[src/rtl/sum_sched.sv]
// sum_sched: arbitrates NUM_REQ requesters onto one shared adder and returns
// each result through a valid/ready response channel.
//
// Ports:
//   clk, arst               clock, asynchronous active-low reset
//   req_valid/req_in1/2     per-requester request and packed operands
//   req_ready               one-hot accept pulse (combinational from state)
//   adder_in1/2, adder_in_en       operands and launch strobe to the adder
//   adder_out/carry/out_en/ready   adder result, carry, valid, alive flag
//   rsp_valid/ready, rsp_sum/carry/id/err   response channel
//   busy                    high whenever the FSM is not idle
//
// Configuration:
//   SUM_SCHED_RR_EN defined   -> round-robin arbitration with a grant pointer
//   SUM_SCHED_RR_EN undefined -> fixed priority, lowest index wins
module sum_sched #(
  parameter int unsigned BUS_WIDTH = 32,
  parameter int unsigned NUM_REQ   = 4,
  localparam int unsigned ID_W     = $clog2(NUM_REQ)
) (
  input  logic                         clk,
  input  logic                         arst,
  input  logic [NUM_REQ-1:0]           req_valid,
  input  logic [NUM_REQ*BUS_WIDTH-1:0] req_in1,
  input  logic [NUM_REQ*BUS_WIDTH-1:0] req_in2,
  output logic [NUM_REQ-1:0]           req_ready,
  output logic [BUS_WIDTH-1:0]         adder_in1,
  output logic [BUS_WIDTH-1:0]         adder_in2,
  output logic                         adder_in_en,
  input  logic [BUS_WIDTH-1:0]         adder_out,
  input  logic                         adder_carry,
  input  logic                         adder_out_en,
  input  logic                         adder_ready,
  output logic                         rsp_valid,
  input  logic                         rsp_ready,
  output logic [BUS_WIDTH-1:0]         rsp_sum,
  output logic                         rsp_carry,
  output logic [ID_W-1:0]              rsp_id,
  output logic                         rsp_err,
  output logic                         busy
);

  typedef enum logic [1:0] {
    S_IDLE  = 2'd0,
    S_ISSUE = 2'd1,
    S_WAIT  = 2'd2,
    S_RESP  = 2'd3
  } state_t;

  state_t          state;
  logic [ID_W-1:0] cur_id;
  logic [ID_W-1:0] win_id;
  logic            found;
  logic            accept;

  // Unpack the operand buses into per-requester words
  logic [BUS_WIDTH-1:0] in1_arr [NUM_REQ];
  logic [BUS_WIDTH-1:0] in2_arr [NUM_REQ];

  for (genvar g = 0; g < NUM_REQ; g++) begin : g_unpack
    assign in1_arr[g] = req_in1[g*BUS_WIDTH +: BUS_WIDTH];
    assign in2_arr[g] = req_in2[g*BUS_WIDTH +: BUS_WIDTH];
  end

`ifdef SUM_SCHED_RR_EN
  // Round-robin: search starts one past the last granted index
  logic [ID_W-1:0] rr_ptr;
  int unsigned     idx;

  always_comb begin
    found  = 1'b0;
    win_id = '0;
    idx    = 0;
    for (int unsigned i = 0; i < NUM_REQ; i++) begin
      idx = (32'(rr_ptr) + 32'd1 + i) % NUM_REQ;
      if (!found && req_valid[ID_W'(idx)]) begin
        found  = 1'b1;
        win_id = ID_W'(idx);
      end
    end
  end

  always_ff @(posedge clk or negedge arst) begin
    if (!arst) begin
      rr_ptr <= ID_W'(NUM_REQ - 1);
    end else if (accept) begin
      rr_ptr <= win_id;
    end
  end
`else
  // Fixed priority: scanning downward leaves the lowest asserted index
  always_comb begin
    found  = 1'b0;
    win_id = '0;
    for (int i = NUM_REQ - 1; i >= 0; i--) begin
      if (req_valid[ID_W'(i)]) begin
        found  = 1'b1;
        win_id = ID_W'(i);
      end
    end
  end
`endif

  // Grant is decided in the IDLE cycle itself so the accept lands in the same
  // cycle as req_ready; gating with arst keeps it low while reset is held.
  assign accept    = (state == S_IDLE) && adder_ready && found;
  assign req_ready = (accept && arst) ? (NUM_REQ'(1) << win_id) : '0;

  // Scheduler FSM with registered outputs
  always_ff @(posedge clk or negedge arst) begin
    if (!arst) begin
      state       <= S_IDLE;
      cur_id      <= '0;
      adder_in1   <= '0;
      adder_in2   <= '0;
      adder_in_en <= 1'b0;
      rsp_valid   <= 1'b0;
      rsp_sum     <= '0;
      rsp_carry   <= 1'b0;
      rsp_id      <= '0;
      rsp_err     <= 1'b0;
      busy        <= 1'b0;
    end else begin
      case (state)
        S_IDLE: begin
          if (accept) begin
            state       <= S_ISSUE;
            cur_id      <= win_id;
            adder_in1   <= in1_arr[win_id];
            adder_in2   <= in2_arr[win_id];
            adder_in_en <= 1'b1;
            busy        <= 1'b1;
          end
        end

        S_ISSUE: begin
          adder_in_en <= 1'b0;
          if (!adder_ready) begin
            state     <= S_RESP;
            rsp_valid <= 1'b1;
            rsp_sum   <= '0;
            rsp_carry <= 1'b0;
            rsp_id    <= cur_id;
            rsp_err   <= 1'b1;
          end else begin
            state <= S_WAIT;
          end
        end

        S_WAIT: begin
          // Losing the adder wins over a coincident result
          if (!adder_ready) begin
            state     <= S_RESP;
            rsp_valid <= 1'b1;
            rsp_sum   <= '0;
            rsp_carry <= 1'b0;
            rsp_id    <= cur_id;
            rsp_err   <= 1'b1;
          end else if (adder_out_en) begin
            state     <= S_RESP;
            rsp_valid <= 1'b1;
            rsp_sum   <= adder_out;
            rsp_carry <= adder_carry;
            rsp_id    <= cur_id;
            rsp_err   <= 1'b0;
          end
        end

        S_RESP: begin
          if (rsp_ready) begin
            state     <= S_IDLE;
            rsp_valid <= 1'b0;
            busy      <= 1'b0;
          end
        end

        default: begin
          state <= S_IDLE;
        end
      endcase
    end
  end

endmodule

[config.mk]
export PLATFORM = sky130hd
export DESIGN_NAME = sum_sched
export DESIGN_NICKNAME = d
export VERILOG_FILES = /design/src/rtl/sum_sched.sv
export SDC_FILE = /design/constraint.sdc
export NUM_CORES = 1
export LEC_CHECK = 0
export ABC_AREA = 1
export ABC_CLOCK_PERIOD_IN_PS = 1600
export CAP_MARGIN = 0
export CELL_PAD_IN_SITES_DETAIL_PLACEMENT = 1
export CELL_PAD_IN_SITES_GLOBAL_PLACEMENT = 1
export CORE_ASPECT_RATIO = 0.7
export CORE_MARGIN = 4
export CORE_UTILIZATION = 19
export DETAILED_ROUTE_END_ITERATION = 8
export PLACE_DENSITY_LB_ADDON = 0.1
export SLEW_MARGIN = 20
export SYNTH_ARGS = -nofsm -noshare
export SYNTH_HDL_FRONTEND = slang
export SYNTH_SLANG_ARGS = --single-unit
[constraint.sdc]
create_clock -name clk -period 1.6 [get_ports clk]
set_input_delay 0.24 -clock clk [delete_from_list [all_inputs] [get_ports clk]]
set_output_delay 0.24 -clock clk [all_outputs]
set_load 0.05 [all_outputs]
---- Word level (Yosys, flattened, before mapping) ----
Index checks and enable logic that the tools add are counted.
W data, S select, Z words.
word-level totals
  word-level logic and storage cells ...... 75
  input port bits ......................... 298
  flip-flop bits (word level) ............. 107
cells by class
  eq/ne operators ......................... 7
  $lt $le $gt $ge ......................... 1
  muxes and demuxes ....................... 40
  bitwise logic cells ..................... 1
  shifts and indexed selects .............. 1
  reduce and logical (&&, ||, !) cells .... 14
operators by type and width
  kind                   number
  $mux W32               7
  $bmux W32 S2           2
  $pmux W32 S2           1
  $mux W2                9
  $mux W1                13
  $reduce_and A3 Y1      3
  $pmux W1 S2            4
  $pmux W2 S4            1
  $ne A2 B2 Y1 const B   3
  $reduce_bool A2 Y1     3
  $eq A2 B2 Y1 const B   2
  $mux W4                1
  $pmux W2 S2            1
  $reduce_and A2 Y1      2
  $reduce_and A4 Y1      1
  $shl A1 B2 Y4 const A  1
  $ge A3 B3 Y1 const B   1
  $logic_and A1 B1 Y1    3
  $ne A3 B3 Y1 const B   1
  $not A2 Y3             1
  $pmux W1 S3            1
  $reduce_bool A3 Y1     1
  $eq A2 B1 Y1 const B   1
  $logic_not A2 Y1       1

---- Depth between registers and ports, before layout ----
  word-level depth ........................ 6
  depth in mapped cells ................... 9

---- Worst setup path before layout ----
Ideal clock, no wire load.
  path type ............................... flip-flop to output port
  start ................................... register state[0]
  end ..................................... output port req_ready[0]
  required time ........................... 1.360 ns
  buffers on the path ..................... 1
  slack ................................... -0.798 ns
  stages on the path, launching flop included .. 6
  arrival time ............................ 2.158 ns
  path through ............................ dfrtp_1 -> inv_1 -> ha_1 -> nand2_2 -> clkbuf_1 -> nor3_1
between the ends
  longest elaborated chain between the ends .. 5
RTL lines
  item                              line  source
  from (decl)                       50    state_t state;
  from (signal assigned)            112   state <= S_IDLE;
  from (signal assigned)            127   state <= S_ISSUE;
  from (signal assigned)            139   state <= S_RESP;
  $logic_not A2 Y1                  106   assign accept = (state == S_IDLE) && adder_ready && found;
  $logic_and A1 B1 Y1 (2 in a row)  106
  $logic_and A1 B1 Y1               107   assign req_ready = (accept && arst) ? (NUM_REQ'(1) << win_id) : '0;
  $mux W4                           107
  to (decl)                         26    output logic [NUM_REQ-1:0] req_ready,
No other way between the ends.

---- Worst setup path in the final report ----
  start ................................... register state[0]
  end ..................................... output port req_ready[1]
The elaborated chain is that of the path after synthesis.

==> results.py <==
metrics = {
    "clock_network": {
        "cts_buffers": 9,
        "clk_pin_slew_ns": 0.07,
        "tritoncts": "built",
        "cts_hold_buf": 0,
        "htree_levels": 3,
        "insertion_delay_ns": 0.35,
        "root_buffer": "clkbuf_16",
        "cts.sinks": 105,
        "cts_buffer_depth": 2,
    },
    "synthesis": {
        "ys_top_cells_by_count": "155 x nand2_1, 105 x dfrtp_1, 100 x nor2_1",
        "synth_top_area_share_pct": 53.0,
        "synth_warnings": 0,
        "synthCells": 635,
        "synth_cell_types": 21,
        "syn_area_per_cell_um2": 7.81,
        "synth_ff_type": "dfrtp_1",
        "syn_area_um2": 4960,
        "ys_seq_area_share_pct": 53.0,
        "synth_top_area_cell": "dfrtp_1",
        "synth.area.top_cells": "dfrtp_1 53%, nand2_1 12%, o21ai_1 7.9%, nor2_1 7.6%, o21ai_0 5.2%",
        "async_flop_share_pct": 100,
        "synth_edf_count": 0,
        "synth-seq-cells": 105,
        "yosysMostFrequentCell": "nand2_1",
    },
    "power": {
        "finalPower_w": 0.0173,
        "power_density_nw_per_um2": 2060,
        "peakVddDrop_mv": 0.579,
        "p_leak_nw": 4.08,
    },
    "status": {
        "violations": "negative hold slack, negative setup slack",
        "status": "finished with violations",
    },
    "worst_setup_path": {
        "arrival_ns": 1.45,
        "critPathMaxFanout": 4,
        "worst_setup_path_start_kind": "flip-flop",
        "end_kind": "output port",
        "required_ns": 1.36,
        "crit_type": "flip-flop to output port",
    },
    "grt": {
        "overflow": 0,
        "track_usage_pct": 14.2,
        "grt_pass1_wl_um": 32100,
        "grt_pass1_vias": 5235,
        "grt_max_degree": 106,
        "antenna_found_initial": 2,
    },
    "timing": {
        "finalMaxSlewViolations": 0,
        "setup_violations": 32,
        "rsz0062_at_grt": "true",
        "hold_slack_ns": -0.00941,
        "setup_ws_ns": -0.0874,
        "finClkSkew_ns": 0.00581,
        "hold_viol_final": 28,
        "fin_crit_sh_pct": 105,
        "post-route-min-period_ns": 1.69,
        "fmax_mhz": 593,
        "worst_pin_slew_ns": 0.633,
        "setup_tns_ns": -0.702,
        "slew_headroom_pct": 57.8,
    },
    "job": {
        "drv_cap": 0,
    },
    "min_path": {
        "hp-class": "input port to asynchronous set/reset pin",
    },
    "place": {
        "globalplace.congestion": 0.713,
        "port_buffers": 270,
        "dpl_cell_area_um2": 7970,
        "hpwl_um": 15000,
    },
    "finish": {
        "final_nets": 1211,
        "num-fill-cells": 3060,
        "area_delta_synth_final_pct": 69.1,
        "antennaDiodeCount": 0,
        "drive_gt1_share_pct": 17.9,
        "design_area_um2": 8390,
    },
    "die": {
        "die_w_um": 201,
        "core-area_um2": 25700,
        "die-area_um2": 28800,
        "die_y_um": 143,
        "row_count": 49,
        "start_util_pct": 19.3,
        "io_pins": 405,
    },
    "detailed_routing": {
        "wl_met1_um": 10100,
        "firstDrtPassIters": 4,
        "wirelength_um": 21600,
        "drt_iter0_markers": 95,
        "highest_layer": "met5",
        "route.detailed.drc": 0,
        "post_drt_wl_per_cell_um": 17.4,
        "antenna_left": 0,
        "via_count": 5053,
        "vias_per_cell": 4.07,
        "dr_wl_met3_um": 1160,
        "dr_wl_met2_um": 10100,
    },
}
[final timing paths]
path / slack (ns) / depth (start not counted) / end / start
setup reg to reg: -0.03 / 9 / rsp_sum[26]$_DFFE_PN0P_ / state[0]$_DFFE_PN0P_
hold / removal: -0.009 / 2 / cur_id[0]$_DFFE_PN0P_ / arst
max in group asynchronous: 1.11 / 2 / state[0]$_DFFE_PN0P_ / arst
min in group clk: 0.27 / 4 / cur_id[0]$_DFFE_PN0P_ / req_valid[0]
setup / recovery: -0.09 / 7 / req_ready[1] / state[0]$_DFFE_PN0P_
hold reg to reg: 0.47 / 2 / rsp_sum[12]$_DFFE_PN0P_ / rsp_sum[12]$_DFFE_PN0P_
[cell families after synthesis]
family,count (synthesis),synth area share [%]
and+or+nand+nor,297,23.6
AOI/OAI and AO/OA,135,13.7
other,1,0.0756
adders and majority gates,8,2.02
buffers and inverters,89,7.59
DFF,105,53.0
[cell type report]
cell class	instances	area (um^2)	share of cell area [%]
Clock buffer	14	274	3.27
Sequential cell	105	2630	31.3
Tap cell	331	414	4.94
Multi-Input combinational cell	443	2010	24.0
Clock inverter	2	35.0	0.418
Timing Repair Buffer	301	2850	34.0
Inverter	45	174	2.07
[critical path: stages (launching register included)]
cell	delay (ns)
dfrtp_2	0.43
inv_4	0.07
ha_4	0.14
nand2_4	0.07
inv_4	0.08
nand2_4	0.05
nor2_4	0.10
buf_12	0.14
[what timing repair did]
action,4_1_cts,5_1_grt
cloned,0,2
buffers inserted,5,0
gates resized for setup,4,5
setup endpoints to repair,4,57
hold endpoints to repair,0,0
pin swaps,3,2
[power breakdown]
part	switching, W	internal [W]
registers	0.000674	0.00386
clock network	0.00105	0.00135
logic	0.00707	0.00330
[placed cells by master, fill, tap and decap left out, drive strengths merged]
master | synthesis | final
clkbuf | 23 | 16
ha | 8 | 8
nand4 | 1 | 1
o21ai | 131 | 131
nor3 | 1 | 1
nor2 | 100 | 100
buf | 21 | 135
dfrtp | 105 | 105
clkinv | 0 | 1
o211ai | 1 | 1
conb | 1 | 3
nand2 | 156 | 156
a21oi | 3 | 3
inv | 45 | 45
clkdlybuf4s50 | 0 | 164
bufinv | 0 | 1
nand3 | 39 | 39
[routing by layer]
layer	vias up	GRT usage, %
li1	2543	-
met1	2378	18.7
met2	112	23.3
met3	16	4.52
met4	4	2.82
met5	-	0
[state kept, by name, indices dropped and copies added (netlist names)]
| name | flops |
|---|---|
| adder_in1 | 32 |
| adder_in2 | 32 |
| rsp_sum | 32 |
| state | 2 |
| adder_in_en | 1 |
| busy | 1 |
| cur_id | 1 |
| rsp_carry | 1 |
| rsp_err | 1 |
| rsp_id | 1 |
| rsp_valid | 1 |
[through the flow]
step,setup slack (ns),utilization [%],hold WS [ns],instances
floorplan,-0.0155,-,-0.0556,637
global placement,-0.179,31.0,0.420,1218
detailed placement,-0.194,31.0,0.416,1218
CTS,-0.152,32.4,0.0151,1239
global route,-0.173,32.6,0.0330,1241
finish,-0.0874,32.6,-0.00941,1241
Note: power is estimated with default switching activity, not from simulation.
